[src/rtl/gf2_row_eliminator_pkg.sv]
// Shared definitions for the GF(2) row-elimination sequencer: state encoding,
// address-width derivation and the even/odd port-pair routing rule.
`default_nettype none

package gf2_row_eliminator_pkg;

  typedef enum logic [2:0] {
    S_IDLE  = 3'd0,
    S_LOAD  = 3'd1,
    S_CHECK = 3'd2,
    S_SWEEP = 3'd3,
    S_DRAIN = 3'd4,
    S_FIN   = 3'd5
  } state_t;

  // Even rows are read on port 0 and written back on port 1; odd rows the
  // reverse, so each port pair always sees differing read/write LSBs.
  localparam logic EVEN_LSB = 1'b0;
  localparam logic ODD_LSB  = 1'b1;

  function automatic int clog2_min1(input int n);
    return (n <= 2) ? 1 : $clog2(n);
  endfunction

endpackage

`default_nettype wire

[src/rtl/gf2_row_eliminator_update.sv]
// One writeback lane: decides whether a streamed row takes the pivot XOR.
`default_nettype none

module gf2_row_update #(
  parameter int WIDTH = 8,
  parameter int AW    = 6,
  parameter int CW    = 3
) (
  input  logic             valid,
  input  logic [WIDTH-1:0] row,
  input  logic [WIDTH-1:0] piv,
  input  logic [CW-1:0]    col,
  input  logic [AW-1:0]    addr,
  input  logic [AW-1:0]    pivot_addr,
  output logic             wren,
  output logic [WIDTH-1:0] data
);

  assign wren = valid && row[col] && (addr != pivot_addr);
  assign data = wren ? (row ^ piv) : '0;

endmodule

`default_nettype wire

[src/rtl/gf2_row_eliminator.sv]
// One GF(2) elimination step: streams all row pairs through mem_quad and XORs
// the pivot row into every other row having a 1 in the pivot column.
`default_nettype none

module gf2_row_eliminator
  import gf2_row_eliminator_pkg::*;
#(
  parameter int WIDTH = 8,
  parameter int DEPTH = 64,
  localparam int AW   = clog2_min1(DEPTH),
  localparam int CW   = clog2_min1(WIDTH)
) (
  input  logic             clk,
  input  logic             rst_n,
  input  logic             start,
  input  logic [AW-1:0]    pivot_addr,
  input  logic [CW-1:0]    col,
  output logic             busy,
  output logic             done,
  output logic             err,
  output logic [AW-1:0]    rdaddress0,
  output logic [AW-1:0]    rdaddress1,
  output logic             rden0,
  output logic             rden1,
  input  logic [WIDTH-1:0] q0,
  input  logic [WIDTH-1:0] q1,
  output logic [AW-1:0]    wraddress0,
  output logic [AW-1:0]    wraddress1,
  output logic             wren0,
  output logic             wren1,
  output logic [WIDTH-1:0] data0,
  output logic [WIDTH-1:0] data1
);

  state_t            state, next_state;
  logic [AW-1:0]     pivot_r;
  logic [CW-1:0]     col_r;
  logic [WIDTH-1:0]  piv_r;
  logic              err_r;
  logic [AW-2:0]     k_r;
  logic [AW-2:0]     kp_r;
  logic              inflight_r;

  logic [WIDTH-1:0]  pivot_word;
  logic [AW-1:0]     even_wr_addr;
  logic [AW-1:0]     odd_wr_addr;
  logic              even_wren;
  logic              odd_wren;
  logic [WIDTH-1:0]  even_data;
  logic [WIDTH-1:0]  odd_data;

  assign pivot_word = pivot_r[0] ? q1 : q0;

  always_ff @(posedge clk or negedge rst_n) begin
    if (!rst_n) begin
      state      <= S_IDLE;
      pivot_r    <= '0;
      col_r      <= '0;
      piv_r      <= '0;
      err_r      <= 1'b0;
      k_r        <= '0;
      kp_r       <= '0;
      inflight_r <= 1'b0;
    end else begin
      state      <= next_state;
      inflight_r <= (state == S_SWEEP);
      kp_r       <= k_r;
      case (state)
        S_IDLE: begin
          if (start) begin
            pivot_r <= pivot_addr;
            col_r   <= col;
            err_r   <= 1'b0;
          end
        end
        S_CHECK: begin
          piv_r <= pivot_word;
          err_r <= !pivot_word[col_r];
          k_r   <= '0;
        end
        S_SWEEP: k_r <= k_r + 1'b1;
        default: ;
      endcase
    end
  end

  always_comb begin
    next_state = state;
    case (state)
      S_IDLE:  if (start) next_state = S_LOAD;
      S_LOAD:  next_state = S_CHECK;
      S_CHECK: next_state = pivot_word[col_r] ? S_SWEEP : S_FIN;
      S_SWEEP: if (k_r == '1) next_state = S_DRAIN;
      S_DRAIN: next_state = S_FIN;
      S_FIN:   next_state = S_IDLE;
      default: next_state = S_IDLE;
    endcase
  end

  always_comb begin
    rden0      = 1'b0;
    rden1      = 1'b0;
    rdaddress0 = '0;
    rdaddress1 = '0;
    case (state)
      S_LOAD: begin
        if (pivot_r[0]) begin
          rden1      = 1'b1;
          rdaddress1 = pivot_r;
        end else begin
          rden0      = 1'b1;
          rdaddress0 = pivot_r;
        end
      end
      S_SWEEP: begin
        rden0      = 1'b1;
        rden1      = 1'b1;
        rdaddress0 = {k_r, EVEN_LSB};
        rdaddress1 = {k_r, ODD_LSB};
      end
      default: ;
    endcase
  end

  assign busy = (state == S_LOAD) || (state == S_CHECK) ||
                (state == S_SWEEP) || (state == S_DRAIN);
  assign done = (state == S_FIN);
  assign err  = (state == S_FIN) && err_r;

  assign even_wr_addr = {kp_r, EVEN_LSB};
  assign odd_wr_addr  = {kp_r, ODD_LSB};

  gf2_row_update #(.WIDTH(WIDTH), .AW(AW), .CW(CW)) u_even_lane (
    .valid      (inflight_r),
    .row        (q0),
    .piv        (piv_r),
    .col        (col_r),
    .addr       (even_wr_addr),
    .pivot_addr (pivot_r),
    .wren       (even_wren),
    .data       (even_data)
  );

  gf2_row_update #(.WIDTH(WIDTH), .AW(AW), .CW(CW)) u_odd_lane (
    .valid      (inflight_r),
    .row        (q1),
    .piv        (piv_r),
    .col        (col_r),
    .addr       (odd_wr_addr),
    .pivot_addr (pivot_r),
    .wren       (odd_wren),
    .data       (odd_data)
  );

  assign wren1      = even_wren;
  assign data1      = even_data;
  assign wraddress1 = even_wren ? even_wr_addr : '0;
  assign wren0      = odd_wren;
  assign data0      = odd_data;
  assign wraddress0 = odd_wren ? odd_wr_addr : '0;

endmodule

`default_nettype wire

[config.mk]
export PLATFORM = sky130hd
export DESIGN_NAME = gf2_row_eliminator
export DESIGN_NICKNAME = d
export VERILOG_FILES = /design/src/rtl/gf2_row_eliminator_pkg.sv /design/src/rtl/gf2_row_eliminator_update.sv /design/src/rtl/gf2_row_eliminator.sv
export SDC_FILE = /design/constraint.sdc
export NUM_CORES = 1
export LEC_CHECK = 0
export CAP_MARGIN = 0
export CORE_ASPECT_RATIO = 0.7
export CORE_UTILIZATION = 42
export DETAILED_ROUTE_END_ITERATION = 7
export PLACE_DENSITY = 0.77
export SETUP_SLACK_MARGIN = 0.4
export SYNTH_ARGS = -nofsm -noshare
export SYNTH_HDL_FRONTEND = slang
export SYNTH_HIERARCHICAL = 1
export SYNTH_SLANG_ARGS = --single-unit
[constraint.sdc]
create_clock -name clk -period 1.7 [get_ports clk]
set_clock_uncertainty 0.05 [all_clocks]
set_input_delay 0.17 -clock clk [delete_from_list [all_inputs] [get_ports clk]]
set_output_delay 0.17 -clock clk [all_outputs]
set_load 0.02 [all_outputs]
==> impl_metrics.yaml, run 1 <==
synth:
  ys_seq_area_share_pct: 34.95
  synth_cell_types: 37
  synth_cells: 231
  synth_top_area_cell: "dfrtp_1"
  avgSynthCellArea_sq_um: 9.918
  yosys.area.top_type_share_pct: 34.95
  synth_warnings: 6
  syn_area_sq_um: 2291
  synth_edf_count: 0
  ys_ff_latch: 32
  synth.area.top_cells: "dfrtp_1 (35%), xnor2_1 (9.6%), mux2i_1 (7.4%), mux2_2 (5.4%), a21oi_1 (4.6%)"
  synth_flop_cell: "dfrtp_1"
  synth_common_cells: "dfrtp_1 (32), xnor2_1 (25), a21oi_1 (21)"
  async_flop_share_pct: 100.0
  synth.most_common_cell: "dfrtp_1"
clocking:
  ctsHtreeMaxLevel: 2
  hold_buffers: 0
  cts_max_path_buffers: 2
  cts-buffers-inserted: 5
  clkSinkCount: 32
  cts_root_buf: "clkbuf_8"
sta:
  grt-worst-endpoint: "wraddress1[1]"
  worst_endpoint_kind: "output port"
place:
  dp_hpwl_mm: 5.095
  dpl_worst_slack_ps: -762.6
  gp_congestion: 0.8929
  portBuffers: 72
run_status:
  stop_stage: "global routing"
  firstError: "[ERROR DPL-0038] Utilization greater than 100%, impossible to legalize"
  status: "did not finish"
floorplan:
  initial_core_util_pct: 43.57
  io_pins: 75
  rows: 22
  die_x_um: 90.28
  fp.dieH_um: 63.79
grt:
  grt_max_degree: 33
==> per-stage QoR <==
step	setup TNS (ps)	area [sq um]	hold WS, ps	std cells	util [%]
floorplan	-3444	2651	-175.6	233	-
CTS	-13950	4678	244.0	480	88.98
detailed placement	-24400	3760	433.3	419	71.51
global placement	-23180	3760	425.1	419	71.51
==> what timing repair did <==
action                     in CTS
setup endpoints to repair      71
gates resized for setup       359
buffers inserted               53
pin swaps                      26
==> cells by family after synthesis <==
group,count (synthesis),share of synthesized area [%]
buffers and inverters,14,3.550
muxes,32,17.09
and+or+nand+nor,86,22.17
DFF,32,34.95
xor gates and xnor gates,29,11.09
adders and majority gates,2,1.092
other,2,0.3278
AOI/OAI and AO/OA,34,9.721
==> run 2, diff against run 1 <==
Settings changed: CORE_ASPECT_RATIO 0.7 to not set, CORE_UTILIZATION 42 to 31, PLACE_DENSITY 0.77 to not set, PLACE_DENSITY_LB_ADDON set to 0.15, SETUP_SLACK_MARGIN 0.4 to not set.
Clock period 1.7 ns to 2.2 ns, I/O delays scaled along.
==> run 2 against run 1 <==
Effect of this change:
- synthesized cell count unchanged
- area after synthesis unchanged
- the flow now finishes, with violations (negative setup slack)
==> impl_metrics.yaml, run 2 <==
critical_path:
  critical_path.startpoint: "col_r[1]"
  start_kind: "flip-flop"
  cp_max_fo: 5
  critical_path_class: "reg -> out"
  r2r_start: "pivot_r[0]"
  arrival_ps: 1980
  cp-end-kind: "output pin"
  cp.required_ps: 1930
sta:
  finalMaxSlewViolations: 0
  tns_ps: -436.5
  worst_slack_ps: -52.15
  max_freq_mhz: 444.0
  rsz0062_at_grt: "yes"
  hold_viol: 0
  setup_viol: 19
  period_minus_slack_ps: 2252
  min_period_over_period_pct: 102.4
finish:
  final_common_cell: "buf_4"
  n_fill_cell: 669
  finalNonFillerCells: 450
  drive_gt1_share_pct: 35.03
  regMostFlops: "piv_r"
  syn2layout_area_growth_pct: 56.47
  fin_nets: 383
  layout_common_cells: "buf_4 (58), dfrtp_1 (32), clkdlybuf4s50_1 (28)"
  regArea_sq_um: 800.8
  multi_input_comb_area_sq_um: 1563
  largest_registers: "piv_r (8), pivot_r (6)"
  largest_register_ffs: 8
  antenna_cells: 0
flow_run:
  drv_cap: 0
route:
  wirelength_mm: 6.854
  via_per_inst: 4.838
  vias: 2177
  first_pass_iters: 4
  drc: 0
  drtIter0Drc: 91
  detail-route-antenna-nets: 0
  wire_per_inst_um: 15.23
clocking:
  clk_latency_ps: 290
  ctsHtreeMaxLevel: 2
  cts_max_path_buffers: 2
  cts-buffers-inserted: 5
  cts_root_buf: "clkbuf_8"
  hold_buffers: 0
  clkSinkCount: 32
  cts_tree: "built"
  clk_pin_slew_ps: 70
floorplan:
  io_pins: 75
  dieArea_sq_um: 7738
  die_x_um: 87.97
  rows: 30
  initial_core_util_pct: 32.81
  core_area_sq_um: 6982
  fp.dieH_um: 87.97
place:
  dp_hpwl_mm: 4.850
  place_inst: 433
  portBuffers: 72
  gp_congestion: 0.8207
  dpl_worst_slack_ps: -356.8
synth:
  synth_fa_ha_area_share_pct: 1.092
  synth.area.top_cells: "dfrtp_1 (35%), xnor2_1 (9.6%), mux2i_1 (7.4%), mux2_2 (5.4%), a21oi_1 (4.6%)"
  synthMuxAreaShare_pct: 17.09
  synth-compound-area-share_pct: 9.721
  synth_flop_cell: "dfrtp_1"
  synth_cell_types: 37
  synth_xor_area_share_pct: 11.09
  synth_cells: 231
  async_flop_share_pct: 100.0
  synth_warnings: 6
  synth.most_common_cell: "dfrtp_1"
  yosys.area.top_type_share_pct: 34.95
  synth-simple-area-share_pct: 22.17
  avgSynthCellArea_sq_um: 9.918
  ys_ff_latch: 32
  syn_area_sq_um: 2291
  synth_top_family_by_area: "simple AND/OR/NAND/NOR gates"
  ys_seq_area_share_pct: 34.95
  synth_edf_count: 0
  synth_common_cells: "dfrtp_1 (32), xnor2_1 (25), a21oi_1 (21)"
  synth_top_area_cell: "dfrtp_1"
grt:
  overflow: 0
  grt_max_degree: 33
  antenna_found_initial: 0
  grt.total_usage_pct: 17.64
  grt_pass1_wl_mm: 10.21
  grt_pass1_vias: 2057
power_and_ir_drop:
  power_frac_seq_pct: 23.0
  p_leak_nw: 1.633
  clock_power_share_pct: 9.7
  p_int_mw: 2.650
  power.share.switching_pct: 46.67
  p_per_area_nw_per_um2: 1386
  ir_worst_vdd_uv: 850.0
  p_sw_mw: 2.319
  power_frac_comb_pct: 67.3
run_status:
  violations: "negative setup slack"
  status: "finished with violations"
min_path:
  hp-class: "in -> async"
-- run 2: worst paths after layout --
kind / endpoint / slack [ps] / depth (start not counted)
max: data1[4] / -50 / 6
min: piv_r[1] / 280 / 2
max reg2reg: state[1] / 240 / 5
min reg2reg: kp_r[4] / 400 / 0
max in group asynchronous: kp_r[0] / 1500 / 2
min in group clk: kp_r[4] / 400 / 0
-- run 2: cells by family (layout without fill, tap and decap cells) --
logic type,Yosys count,count (layout)
AOI/OAI and AO/OA,34,34
xor gates and xnor gates,29,29
adders and majority gates,2,2
buffers and inverters,14,133
DFF,32,32
muxes,32,32
other,2,4
and+or+nand+nor,86,88
-- run 2: repair_timing --
action                     in CTS  in global routing
pin swaps                       4                  2
resized for setup             158                 24
buffers inserted                4                  3
gates cloned                    1                  1
setup endpoints to repair      42                 30
-- run 2: power groups by stage --
stage / logic [mW] / registers [mW] / clock network (mW)
final: 3.35 / 1.14 / 0.482
after global routing: 3.59 / 1.18 / 0.521
after CTS: 3.17 / 1.14 / 0.495
after detailed placement: 3.12 / 1.14 / 0
after global placement: 3.09 / 1.14 / 0
after floorplan: 1.85 / 1.16 / 0
-- run 2: stage by stage --
stage	hold WS (ps)	power (mW)	utilization (%)	instance area, sq um
floorplan	-125.6	3.009	-	2308
global placement	381.6	4.225	48.78	3406
global route	331.9	5.290	51.34	3585
CTS	298.2	4.801	49.98	3490
finish	277.9	4.969	51.34	3585
detailed placement	390.6	4.264	48.78	3406
-- run 2: layout make-up --
class	count	share of cell area, %
multi-input combinational	189	43.60
inverter	2	0.2094
timing repair buffer	123	27.99
tap	96	3.351
sequential	32	22.34
clock buffer	8	2.513
-- run 2: critical path: stages (launching register included) --
cell	delay, ps
dfrtp_1	410
buf_4	160
mux2i_1	140
nand3_1	210
nand3_4	210
nor4_4	360
buf_4	190
-- run 2: per-layer routing --
metal | vias to the layer above | routed length (um) | track usage [%]
li1 | 1076 | - | -
met5 | - | 0 | 0
met3 | 8 | 317 | 2.922
met4 | 0 | 93 | 6.408
met1 | 1030 | 3433 | 25.42
met2 | 63 | 3009 | 26.50
Note: power is estimated with default switching activity, not from simulation.
==> run 3, diff against run 2 <==
Settings changed: PLACE_DENSITY set to 0.6, PLACE_DENSITY_LB_ADDON 0.15 to not set.
Clock period 2.2 ns to 2.06 ns, I/O delays scaled along.
==> run 3 against run 2 <==
Effect of this change:
- the flow still finishes with violations (negative setup slack)
- design area rose by 5.7%
- cell count rose by 2.4%
- register-to-register slack got worse by 30 ps
- setup slack got worse by 92 ps
- routed wire length rose by 1.7%
- first-iteration DRC count rose by 31%
- sequential share of layout area fell by 1.2 points
- flip-flop and latch count did not move
- global-route usage rose by 1.0 points
- critical path type unchanged
- critical endpoint is now data0[3]
==> impl_metrics.yaml, run 3 (synthesized netlist as in run 2, its figures left out) <==
sta:
  max_freq_mhz: 453.8
  finalMaxSlewViolations: 0
  tns_ps: -1820
  slew_headroom_pct: 64.52
  setup_viol: 24
  hold_viol: 0
  hold_slack_ps: 271.1
  rsz0062_at_grt: "yes"
  period_minus_slack_ps: 2204
  tightest_slew_ps: 532.2
  worst_slack_ps: -143.8
  min_period_over_period_pct: 107.0
route:
  vias: 2230
  first_pass_iters: 4
  wire_per_inst_um: 15.12
  detail-route-antenna-nets: 0
  drc: 0
  wirelength_mm: 6.972
  drtIter0Drc: 119
  via_per_inst: 4.837
power_and_ir_drop:
  p_sw_mw: 2.554
  power_frac_seq_pct: 21.5
  p_per_area_nw_per_um2: 1495
  clock_power_share_pct: 9.1
  power_frac_comb_pct: 69.4
  p_leak_nw: 1.684
  power.share.switching_pct: 45.09
  ir_worst_vdd_uv: 641.0
  p_int_mw: 3.111
finish:
  layout_common_cells: "buf_4 (68), dfrtp_1 (32), clkdlybuf4s50_1 (28)"
  syn2layout_area_growth_pct: 65.43
  largest_registers: "piv_r (8), pivot_r (6)"
  finalNonFillerCells: 461
  antenna_cells: 0
  regMostFlops: "piv_r"
  fin_nets: 395
  largest_register_ffs: 8
  fin_util_pct: 54.28
  final_common_cell: "buf_4"
  n_fill_cell: 647
  regArea_sq_um: 800.8
  drive_gt1_share_pct: 40.82
  multi_input_comb_area_sq_um: 1603
floorplan:
  rows: 30
  initial_core_util_pct: 32.81
  fp.dieH_um: 87.97
  core_area_sq_um: 6982
  dieArea_sq_um: 7738
  io_pins: 75
  die_x_um: 87.97
grt:
  grt.total_usage_pct: 18.65
  antenna_found_initial: 0
  grt_max_degree: 33
  overflow: 0
  grt_pass1_wl_mm: 10.89
  grt_pass1_vias: 2167
clocking:
  cts-buffers-inserted: 5
  clkSinkCount: 32
  hold_buffers: 0
  clk_latency_ps: 280
  clk_pin_slew_ps: 60
  ctsHtreeMaxLevel: 2
  cts_max_path_buffers: 2
  cts_root_buf: "clkbuf_8"
  cts_tree: "built"
critical_path:
  cp-end-kind: "output pin"
  cp.required_ps: 1800
  reg2reg_slack_ps: 210
  arrival_ps: 1950
  cp_max_fo: 13
  start_kind: "flip-flop"
  critical_path_class: "reg -> out"
  critical_path.startpoint: "col_r[1]"
  r2r_start: "pivot_r[0]"
min_path:
  hp-class: "in -> async"
run_status:
  status: "finished with violations"
  violations: "negative setup slack"
place:
  gp_congestion: 0.8322
  dp_hpwl_mm: 5.093
  portBuffers: 72
  place_inst: 440
flow_run:
  drv_cap: 0
-- run 3: path summary, 6_finish.rpt --
path	cells past startpoint	to
max	8	data0[3]
min	2	piv_r[1]
max reg2reg	5	state[1]
min reg2reg	0	kp_r[4]
max in group asynchronous	2	pivot_r[1]
min in group clk	0	kp_r[4]
-- run 3: metrics by stage --
step / setup WS [ps] / power (mW) / cell area [sq um]
after CTS: -148.7 / 5.311 / 3610
after floorplan: 31.33 / 3.214 / 2308
after detailed placement: -359.5 / 4.634 / 3471
after global routing: -233.3 / 6.047 / 3790
after global placement: -349.1 / 4.579 / 3471
final: -143.8 / 5.665 / 3790
-- run 3: power by group through the flow --
stage | combinational [mW] | sequential, mW | clock [mW]
6_report | 3.93 | 1.22 | 0.517
4_1_cts | 3.57 | 1.21 | 0.535
5_1_grt | 4.23 | 1.25 | 0.566
3_5_place_dp | 3.42 | 1.21 | 0
2_1_floorplan | 1.98 | 1.23 | 0
3_3_place_gp | 3.38 | 1.20 | 0
-- run 3: layer usage --
layer / up-vias / GRT usage (%) / part of all wire, %
met5: - / 0 / 0
met1: 1066 / 24.93 / 46
met2: 62 / 30.73 / 48
met3: 8 / 3.582 / 4.4
met4: 0 / 5.216 / 1.1
li1: 1094 / - / -
-- run 3: area by class of cell --
cell class	count	share of cell area [%]
tap	96	3.169
inverter	2	0.1981
sequential	32	21.13
clock buffer	7	2.542
multi-input combinational	188	42.29
timing repair buffer	136	30.67
-- run 3: worst max-delay path: stages (launching register included) --
cell and delay (ps):
dfrtp_1 390, buf_12 160, mux2i_1 120, nand3b_1 140, nand3_4 140, buf_6 170, buf_6 120, nor4_4 250
buf_4 170
-- run 3: what timing repair did --
| item | 4_1_cts | 5_1_grt |
|---|---|---|
| buffers inserted | 9 | 5 |
| pin swaps | 4 | 5 |
| gates resized for setup | 181 | 54 |
| setup endpoints to repair | 44 | 38 |
| gates cloned | 1 | 0 |
